==> src/rtl/jt51_acc_mix.sv <==
// Frame mixer: sums carrier slots into L/R accumulators per pan, saturates once per frame; optional serial float DAC stream under JT51_ACC_SERIAL_EN.
// Latency: slot 31 reaches left/right two edges after it is presented; serial words start the cycle after the sample strobe.
// No backpressure: one slot is consumed every clk cycle unconditionally.
module jt51_acc_mix #(
  parameter int ACC_W = 19,
  parameter int OUT_W = 16
) (
  input  logic                    clk,
  input  logic                    rst,
  input  logic                    zero,
  input  logic signed [13:0]      op_in,
  input  logic                    sum_en,
  input  logic        [1:0]       rl,
  output logic signed [OUT_W-1:0] left,
  output logic signed [OUT_W-1:0] right,
  output logic                    sample,
  output logic                    so,
  output logic                    ws
);

  localparam logic signed [ACC_W-1:0] SAT_MAX = ACC_W'((1 << (OUT_W-1)) - 1);
  localparam logic signed [ACC_W-1:0] SAT_MIN = ~SAT_MAX;

  logic signed [ACC_W-1:0] acc_l, acc_r;
  logic signed [ACC_W-1:0] c_all, cl, cr;
  logic                    valid;

  always_comb begin
    c_all = '0;
    if (sum_en) c_all = {{(ACC_W-14){op_in[13]}}, op_in};
    cl = rl[0] ? c_all : '0;
    cr = rl[1] ? c_all : '0;
  end

  function automatic logic signed [OUT_W-1:0] sat(input logic signed [ACC_W-1:0] a);
    if (a > SAT_MAX) return SAT_MAX[OUT_W-1:0];
    if (a < SAT_MIN) return SAT_MIN[OUT_W-1:0];
    return a[OUT_W-1:0];
  endfunction

  // The zero edge closes the old frame and seeds the new one with slot 0.
  always_ff @(posedge clk) begin
    if (rst) begin
      acc_l  <= '0;
      acc_r  <= '0;
      left   <= '0;
      right  <= '0;
      sample <= 1'b0;
      valid  <= 1'b0;
    end else if (zero) begin
      left   <= sat(acc_l);
      right  <= sat(acc_r);
      acc_l  <= cl;
      acc_r  <= cr;
      sample <= valid;
      valid  <= 1'b1;
    end else begin
      acc_l  <= acc_l + cl;
      acc_r  <= acc_r + cr;
      sample <= 1'b0;
    end
  end

`ifdef JT51_ACC_SERIAL_EN
  logic [31:0] sh;
  logic [4:0]  cnt;
  logic        busy;
  logic [15:0] wl, wr;

  // Smallest exponent whose range holds the value; mantissa truncated by arithmetic shift.
  function automatic logic [15:0] to_float(input logic signed [OUT_W-1:0] v);
    logic [2:0]              e;
    logic signed [OUT_W-1:0] m;
    int                      lim;
    e = 3'd7;
    for (int k = 7; k >= 1; k--) begin
      lim = 512 << (k - 1);
      if (int'(v) >= -lim && int'(v) < lim) e = 3'(k);
    end
    m = v >>> (e - 3'd1);
    return {e, m[9:0], 3'b000};
  endfunction

  always_comb begin
    wl = to_float(left);
    wr = to_float(right);
  end

  always_ff @(posedge clk) begin
    if (rst) begin
      sh   <= '0;
      cnt  <= '0;
      busy <= 1'b0;
      so   <= 1'b0;
      ws   <= 1'b0;
    end else if (sample) begin
      so   <= wl[0];
      ws   <= 1'b0;
      sh   <= {1'b0, wr, wl[15:1]};
      cnt  <= 5'd1;
      busy <= 1'b1;
    end else if (busy) begin
      so   <= sh[0];
      ws   <= cnt[4];
      sh   <= {1'b0, sh[31:1]};
      cnt  <= cnt + 5'd1;
      busy <= (cnt != 5'd31);
    end else begin
      so <= 1'b0;
      ws <= 1'b0;
    end
  end
`else
  assign so = 1'b0;
  assign ws = 1'b0;
`endif

endmodule
==> config.mk <==
export PLATFORM = sky130hd
export DESIGN_NAME = jt51_acc_mix
export DESIGN_NICKNAME = d
export VERILOG_FILES = /design/src/rtl/jt51_acc_mix.sv
export SDC_FILE = /design/constraint.sdc
export NUM_CORES = 1
export LEC_CHECK = 0
export CORE_ASPECT_RATIO = 1.4
export CORE_MARGIN = 2
export CORE_UTILIZATION = 50
export DETAILED_ROUTE_END_ITERATION = 8
export GPL_TIMING_DRIVEN = 0
export PLACE_DENSITY = 0.74
export SYNTH_ARGS = -nofsm -noshare
export SYNTH_HDL_FRONTEND = slang
export SYNTH_SLANG_ARGS = --single-unit
==> constraint.sdc <==
create_clock -name clk -period 2.85 [get_ports clk]
set_clock_uncertainty 0.15 [all_clocks]
set_input_delay 0.285 -clock clk [delete_from_list [all_inputs] [get_ports clk]]
set_output_delay 0.285 -clock clk [all_outputs]
set_load 0.02 [all_outputs]
==> reports/qor.csv, run 1 <==
stage,metric,value,unit
floorplan,row count,41,
logic_synthesis,synthesized area,0.004561,mm^2
timing,hold slack,0.3078,ns
grt,first-pass GRT wire length,21200,um
setup_path,crit path max-delay cell type,clkdlybuf4s50_1,
final_layout,area of the multi-input gates,0.003025,mm^2
cts,CTS Sinks,72,
timing,fmax,358.1,MHz
setup_path,"Critical Path, Cell by Cell",clkdlybuf4s50_1 > and3_1 > ha_1 > and3_1 > a31o_2 > a221o_1 > a31oi_4 > o21ai_2 > or3_1 > nand4_1,
setup_path,crit path buf inv count,1,
floorplan,starting density of the core,51.09,%
grt,largest net degree at the start of global routing,13,
final_layout,register area,0.001441,mm^2
floorplan,num ports,55,
place,dpl hpwl,10050,um
setup_path,Worst Path Max Fanout,6,
routing,Vias/cell,5.953,
cts,CTS tree,done,
logic_synthesis,register area share after synthesis,31.60,%
routing,"antenna viol nets, final",0,
cts,CTS buffer count,9,
final_layout,synthesis-to-layout area growth,24.91,%
logic_synthesis,top post-synthesis cells by count,"dfxtp_1, a21oi_1, o21ai_0",
logic_synthesis,syn_area_per_cell,7.823,um^2
cts,clk root buf,clkbuf_16,
cts,hold_buf cts,0,
setup_path,CP arrival,2.92,ns
power,P_sw,813.2,uW
grt,routing usage on met1,30.69,%
routing,vias,4518,
final_layout,post-route cell area,0.005697,mm^2
logic_synthesis,Yosys top cell area share,31.60,%
logic_synthesis,"count leader, synth",dfxtp_1,
power,Net Sw Frac,26.44,%
logic_synthesis,Synth Warn #,0,
grt,routing usage on met3,4.278,%
timing,final slew viol count,0,
grt,met2 Resource Use GR,50.03,%
logic_synthesis,largest family of logic cells by synthesized area,compound AO/OA/AOI/OAI gates,
flow_run,Max-Cap Viols,0,
timing,setup ws final,0.05758,ns
setup_path,crit-path leading delay family,compound AO/OA/AOI/OAI gates,
place,dpl ws,-0.9161,ns
logic_synthesis,Synth cell types,51,
power,Flop pwr share,36.2,%
timing,final setup violating endpoints,0,
final_layout,diode count,0,
logic_synthesis,area share of fa/ha/maj cells after synthesis,10.75,%
logic_synthesis,"Primary FF master, synth",dfxtp_1,
logic_synthesis,Cells after Synth,583,
timing,Setup TNS Final,0,ns
grt,Total GRT Usage,27.06,%
place,PortBufs,51,
final_layout,fill count,802,
grt,GRT busiest layer,met2,
timing,Final Hold Vio Count,0,
routing,DRC,0,
logic_synthesis,XOR/XNOR Fraction of Synth Area,4.993,%
cts,clk slew on worst S/H paths,0.06,ns
setup_path,Worst EP required,2.98,ns
routing,iteration count of the initial detailed-routing pass,4,
floorplan,Die ar.,0.009912,mm^2
setup_path,CP endpoint kind,register,
place,gp weighted congestion,0.9673,
cts,htree depth,3,
logic_synthesis,Seq cells post-synth,72,
power,Clk pwr share,46.3,%
routing,post-DR wirelength/cell,17.52,um
status,status,"finished, final reports clean",
floorplan,DIE HEIGHT,117,um
final_layout,share of post-route cells with drive strength above 1,6.902,%
grt,initial antenna violation count,0,
worst_hold_path,Hold/Removal Path Class,reg2reg,
setup_path,CP dominant cell by count,and3_1,
power,combinational share of power,17.5,%
power,Worst VDD drop,0.3258,mV
logic_synthesis,async set-reset flop share out of synthesis,0,%
grt,vias in the first global route,4373,
logic_synthesis,post-synthesis compound-gate area fraction,25.43,%
timing,fin crit share,97.98,%
routing,final wirelength,13300,um
timing,Final Critical Period,2.792,ns
logic_synthesis,simple logic cell fraction of the synthesized area,21.40,%
routing,initial drt markers,224,
cts,Worst-Skew Late Latency,0.34,ns
power,static leakage,0.002359,uW
logic_synthesis,post-synthesis mux area share,1.783,%
timing,RSZ-0062 raised after global routing,true,
final_layout,nets,705,
cts,CTS max path bufs,2,
logic_synthesis,Post-synth EDFFs,0,
setup_path,worst setup path category,in2reg,
timing,max_slew headroom,38.09,%
logic_synthesis,leading area contributor after synthesis,dfxtp_1,
floorplan,die width,84.72,um
place,Post-DP Area,0.005209,mm^2
setup_path,Worst setup SP type,primary input,
power,internal power,2263,uW
setup_path,Worst path max stage delay,0.49,ns
timing,Least-Margin Pin Slew,0.9205,ns
logic_synthesis,synth top area cells,"dfxtp_1, ha_1, a21oi_1, o21ai_0, nand2b_1",
floorplan,Core Area,0.008926,mm^2
power,Cell Pwr Density,539.9,mW/mm^2
grt,GR Overflow Total,0,
==> stage by stage <==
step | power (uW) | cells | utilization [%]
final | 3076 | 759 | 63.82
after detailed placement | 1653 | 742 | 58.35
after global placement | 1640 | 742 | 58.35
after global routing | 3175 | 759 | 63.82
after CTS | 3072 | 761 | 63.54
after floorplan | 1459 | 584 | -
==> kinds of logic (layout without fill, tap and decap cells) <==
kind of cell / Yosys count / in the layout
flops: 72 / 72
compound gates: 196 / 196
xor+xnor: 26 / 26
other cells: 1 / 2
mux: 8 / 8
simple gates: 196 / 196
fa+ha+maj: 38 / 38
buf+inv: 46 / 114
==> registers in the layout, indices dropped and copies added (netlist names) <==
register	count
left	16
acc_l	19
sample	1
acc_r	19
valid	1
right	16
==> placed cells by master (no fill, tap or decap), drive strengths merged, types with 11 or more instances in the layout <==
master / instances
dfxtp: 72
a21oi: 71
o21ai: 68
nor2: 52
clkdlybuf4s50: 48
nand2: 40
ha: 36
nand2b: 33
clkbuf: 33
and3: 25
inv: 15
xor2: 13
xnor2: 13
a21o: 11
nand3: 11
a211oi: 11
==> repair_timing <==
action                     4_1_cts  5_1_grt
buffers inserted                 3        0
gates resized for setup         26        9
setup endpoints to repair       24       10
pin swaps                        4        2
==> worst min-delay path: cells and delay by family, from the launching register on <==
kind             cells  cell delay (ns)
AND/OR/NAND/NOR      2             0.11
flip-flops           1             0.32
==> area by class of cell <==
cell class | count | area share [%]
buffer | 29 | 2.460
clock buffer | 11 | 4.261
clock inverter | 5 | 2.240
inverter | 15 | 0.9884
multi-input combinational | 466 | 53.11
sequential | 72 | 25.30
tap | 107 | 2.350
timing repair buffer | 54 | 9.291
==> final timing paths <==
check,start,end,slack [ns],depth (start not counted)
hold / removal,valid$_SDFFE_PP0P_,valid$_SDFFE_PP0P_,0.31,2
hold reg to reg,valid$_SDFFE_PP0P_,valid$_SDFFE_PP0P_,0.31,2
setup reg to reg,acc_l[8]$_SDFF_PP0_,acc_l[17]$_SDFF_PP0_,0.35,8
setup / recovery,op_in[8],acc_l[17]$_SDFF_PP0_,0.06,10
==> power by group through the flow <==
stage	clock [uW]	sequential [uW]	combinational (uW)
final	1420	1110	539
after global routing	1470	1120	589
after CTS	1430	1110	530
after detailed placement	0	1130	519
after global placement	0	1130	509
after floorplan	0	1160	296
==> per-layer routing <==
metal,up-vias,share of wire [%]
li1,2203,-
met1,2131,40
met2,150,52
met3,34,4.6
met4,0,3.4
met5,-,0
No activity file was read; power rests on OpenSTA's default activity.
==> inputs of run 2 (changes only) <==
--- a/config.mk
+++ b/config.mk
@@ -9,6 +9,7 @@
 export CORE_MARGIN = 2
 export CORE_UTILIZATION = 50
 export DETAILED_ROUTE_END_ITERATION = 8
+export GPL_ROUTABILITY_DRIVEN = 0
 export GPL_TIMING_DRIVEN = 0
 export PLACE_DENSITY = 0.74
 export SYNTH_ARGS = -nofsm -noshare
==> run 2 against run 1 <==
Global-route usage fell by 0.34 points. Sequential cell count unchanged. Critical endpoint unchanged. Die area did not move. Critical path type unchanged. Critical path depth is the same. Largest cell class unchanged.
==> reports/qor.csv, run 2 (synthesis results as in run 1) <==
stage,metric,value,unit
grt,Total GRT Usage,26.72,%
power,Worst VDD drop,0.3399,mV
final_layout,nets,705,
timing,max_slew headroom,41.80,%
grt,initial antenna violation count,0,
floorplan,row count,41,
routing,DRC,0,
setup_path,"Critical Path, Cell by Cell",clkdlybuf4s50_1 > and3_1 > ha_1 > and3_1 > a31o_2 > a221o_1 > a31oi_4 > o21ai_2 > or3_1 > nand4_1,
cts,htree depth,3,
timing,Final Critical Period,2.733,ns
timing,final slew viol count,0,
final_layout,largest registers,"acc_l (19), acc_r (19)",
final_layout,"commonest non-fill, non-tap cell in the layout",dfxtp_1,
routing,vias,4517,
floorplan,num ports,55,
timing,RSZ-0062 raised after global routing,false,
final_layout,Post-Route Utilization,62.66,%
timing,hold slack,0.3134,ns
flow_run,Max-Cap Viols,0,
status,status,"finished, final reports clean",
routing,final wirelength,12900,um
routing,"antenna viol nets, final",0,
floorplan,Die ar.,0.009912,mm^2
setup_path,CP startpoint,op_in[6],
place,dpl hpwl,9805,um
setup_path,Worst path max stage delay,0.44,ns
place,Inst Count DP,742,
power,Cell Pwr Density,481.0,mW/mm^2
timing,fin crit share,95.91,%
final_layout,diode count,0,
final_layout,synthesis-to-layout area growth,22.63,%
setup_path,launching point of the worst reg2reg path,acc_l[6]$_SDFF_PP0_,
cts,CTS buffer count,9,
grt,first-pass GRT wire length,20910,um
cts,CTS tree,done,
place,PortBufs,51,
setup_path,crit-path leading delay family,compound AO/OA/AOI/OAI gates,
cts,clk slew on worst S/H paths,0.06,ns
worst_hold_path,Hold/Removal Path Class,reg2reg,
setup_path,CP arrival,2.86,ns
final_layout,share of post-route cells with drive strength above 1,6.288,%
floorplan,Core Area,0.008926,mm^2
timing,setup ws final,0.1166,ns
grt,vias in the first global route,4312,
routing,iteration count of the initial detailed-routing pass,5,
timing,final setup violating endpoints,0,
setup_path,worst setup path endpoint,acc_l[17]$_SDFF_PP0_,
setup_path,worst setup path category,in2reg,
grt,GR Overflow Total,0,
routing,initial drt markers,248,
cts,Worst-Skew Late Latency,0.34,ns
floorplan,starting density of the core,51.09,%
place,Post-DP Area,0.005209,mm^2
power,static leakage,0.002311,uW
setup_path,cell count along the critical path,10,
setup_path,worst r2r path cells,8,
setup_path,CP dominant cell by count,and3_1,
setup_path,CP endpoint kind,register,
timing,Least-Margin Pin Slew,0.8652,ns
place,dpl ws,-0.8439,ns
grt,largest net degree at the start of global routing,12,
timing,Final Hold Vio Count,0,
timing,fmax,365.8,MHz
routing,post-DR wirelength/cell,17.00,um
routing,Vias/cell,5.951,
setup_path,reg2reg end,acc_l[17]$_SDFF_PP0_,
cts,CTS Sinks,72,
final_layout,Non-Filler Instances,759,
setup_path,crit path buf inv count,1,
cts,clk root buf,clkbuf_16,
setup_path,Worst Path Max Fanout,5,
setup_path,Worst setup SP type,primary input,
floorplan,DIE HEIGHT,117,um
setup_path,Reg2Reg Setup Slack,0.37,ns
floorplan,die width,84.72,um
final_layout,"commonest non-fill, non-tap cells in the layout","dfxtp_1, a21oi_1, o21ai_0",
final_layout,post-route cell area,0.005593,mm^2
setup_path,Worst EP required,2.98,ns
cts,CTS max path bufs,2,
setup_path,crit path max-delay cell type,clkdlybuf4s50_1,
## run 2: cell count changes in the layout (fill, tap and decap cells not counted), moves of 2 or more
cell       delta
a21oi_1       +3
a21oi_2       -3
bufinv_16     -4
clkbuf_1      +2
clkinv_2      +2
o21ai_0       +2
o21ai_1       -2
## run 2: report_power, final
group / internal, uW / switching (uW) / total [uW]
sequential: 1070 / 41.5 / 1110
combinational: 225 / 313 / 538
clock: 611 / 429 / 1040
total: 1910 / 784 / 2690
## run 2: cell type report
type                            count  area [um^2]
Clock buffer                       13        250.2
Fill cell                         834         3333
Multi-Input combinational cell    466         3022
Tap cell                          107        133.9
Buffer                             29        146.4
Inverter                           15        56.30
Sequential cell                    72         1441
Timing Repair Buffer               54        525.5
Clock inverter                      3        17.52
## run 2: tightest hold or removal path: cells and delay by family, from the launching register on
family	cells	cell delay, ns
simple gates	2	0.11
flops	1	0.32
## run 2: worst min-delay path by stage
stage | start | endpoint | slack [ns] | cells past startpoint
after global routing | right[3]$_SDFFE_PP0P_ | right[3]$_SDFFE_PP0P_ | 0.34 | 2
after CTS | right[8]$_SDFFE_PP0P_ | right[8]$_SDFFE_PP0P_ | 0.32 | 2
after floorplan | op_in[8] | acc_l[8]$_SDFF_PP0_ | 0.24 | 2
final | valid$_SDFFE_PP0P_ | valid$_SDFFE_PP0P_ | 0.31 | 2
after detailed placement | valid$_SDFFE_PP0P_ | valid$_SDFFE_PP0P_ | 0.31 | 2
after global placement | valid$_SDFFE_PP0P_ | valid$_SDFFE_PP0P_ | 0.29 | 2
## run 2: timing repair
item | 4_1_cts | 5_1_grt
gates resized for setup | 24 | 9
buffers inserted | 3 | 0
pin swaps | 5 | 2
hold buffers | 0 | 0
endpoints found under the setup margin | 24 | 10
## run 2: routing by layer
metal	track usage, %	part of all wire (%)	up-vias
met5	0	0	-
met4	13.65	4.2	0
met3	3.717	4.8	38
met2	49.29	51	157
met1	29.95	40	2113
li1	-	-	2209
## run 2: stage by stage
| stage | total power (uW) | TNS [ns] |
|---|---|---|
| after global placement | 1636 | -12.67 |
| after global routing | 2804 | 0 |
| after floorplan | 1459 | 0 |
| after detailed placement | 1650 | -13.86 |
| after CTS | 2689 | 0 |
| final | 2690 | 0 |
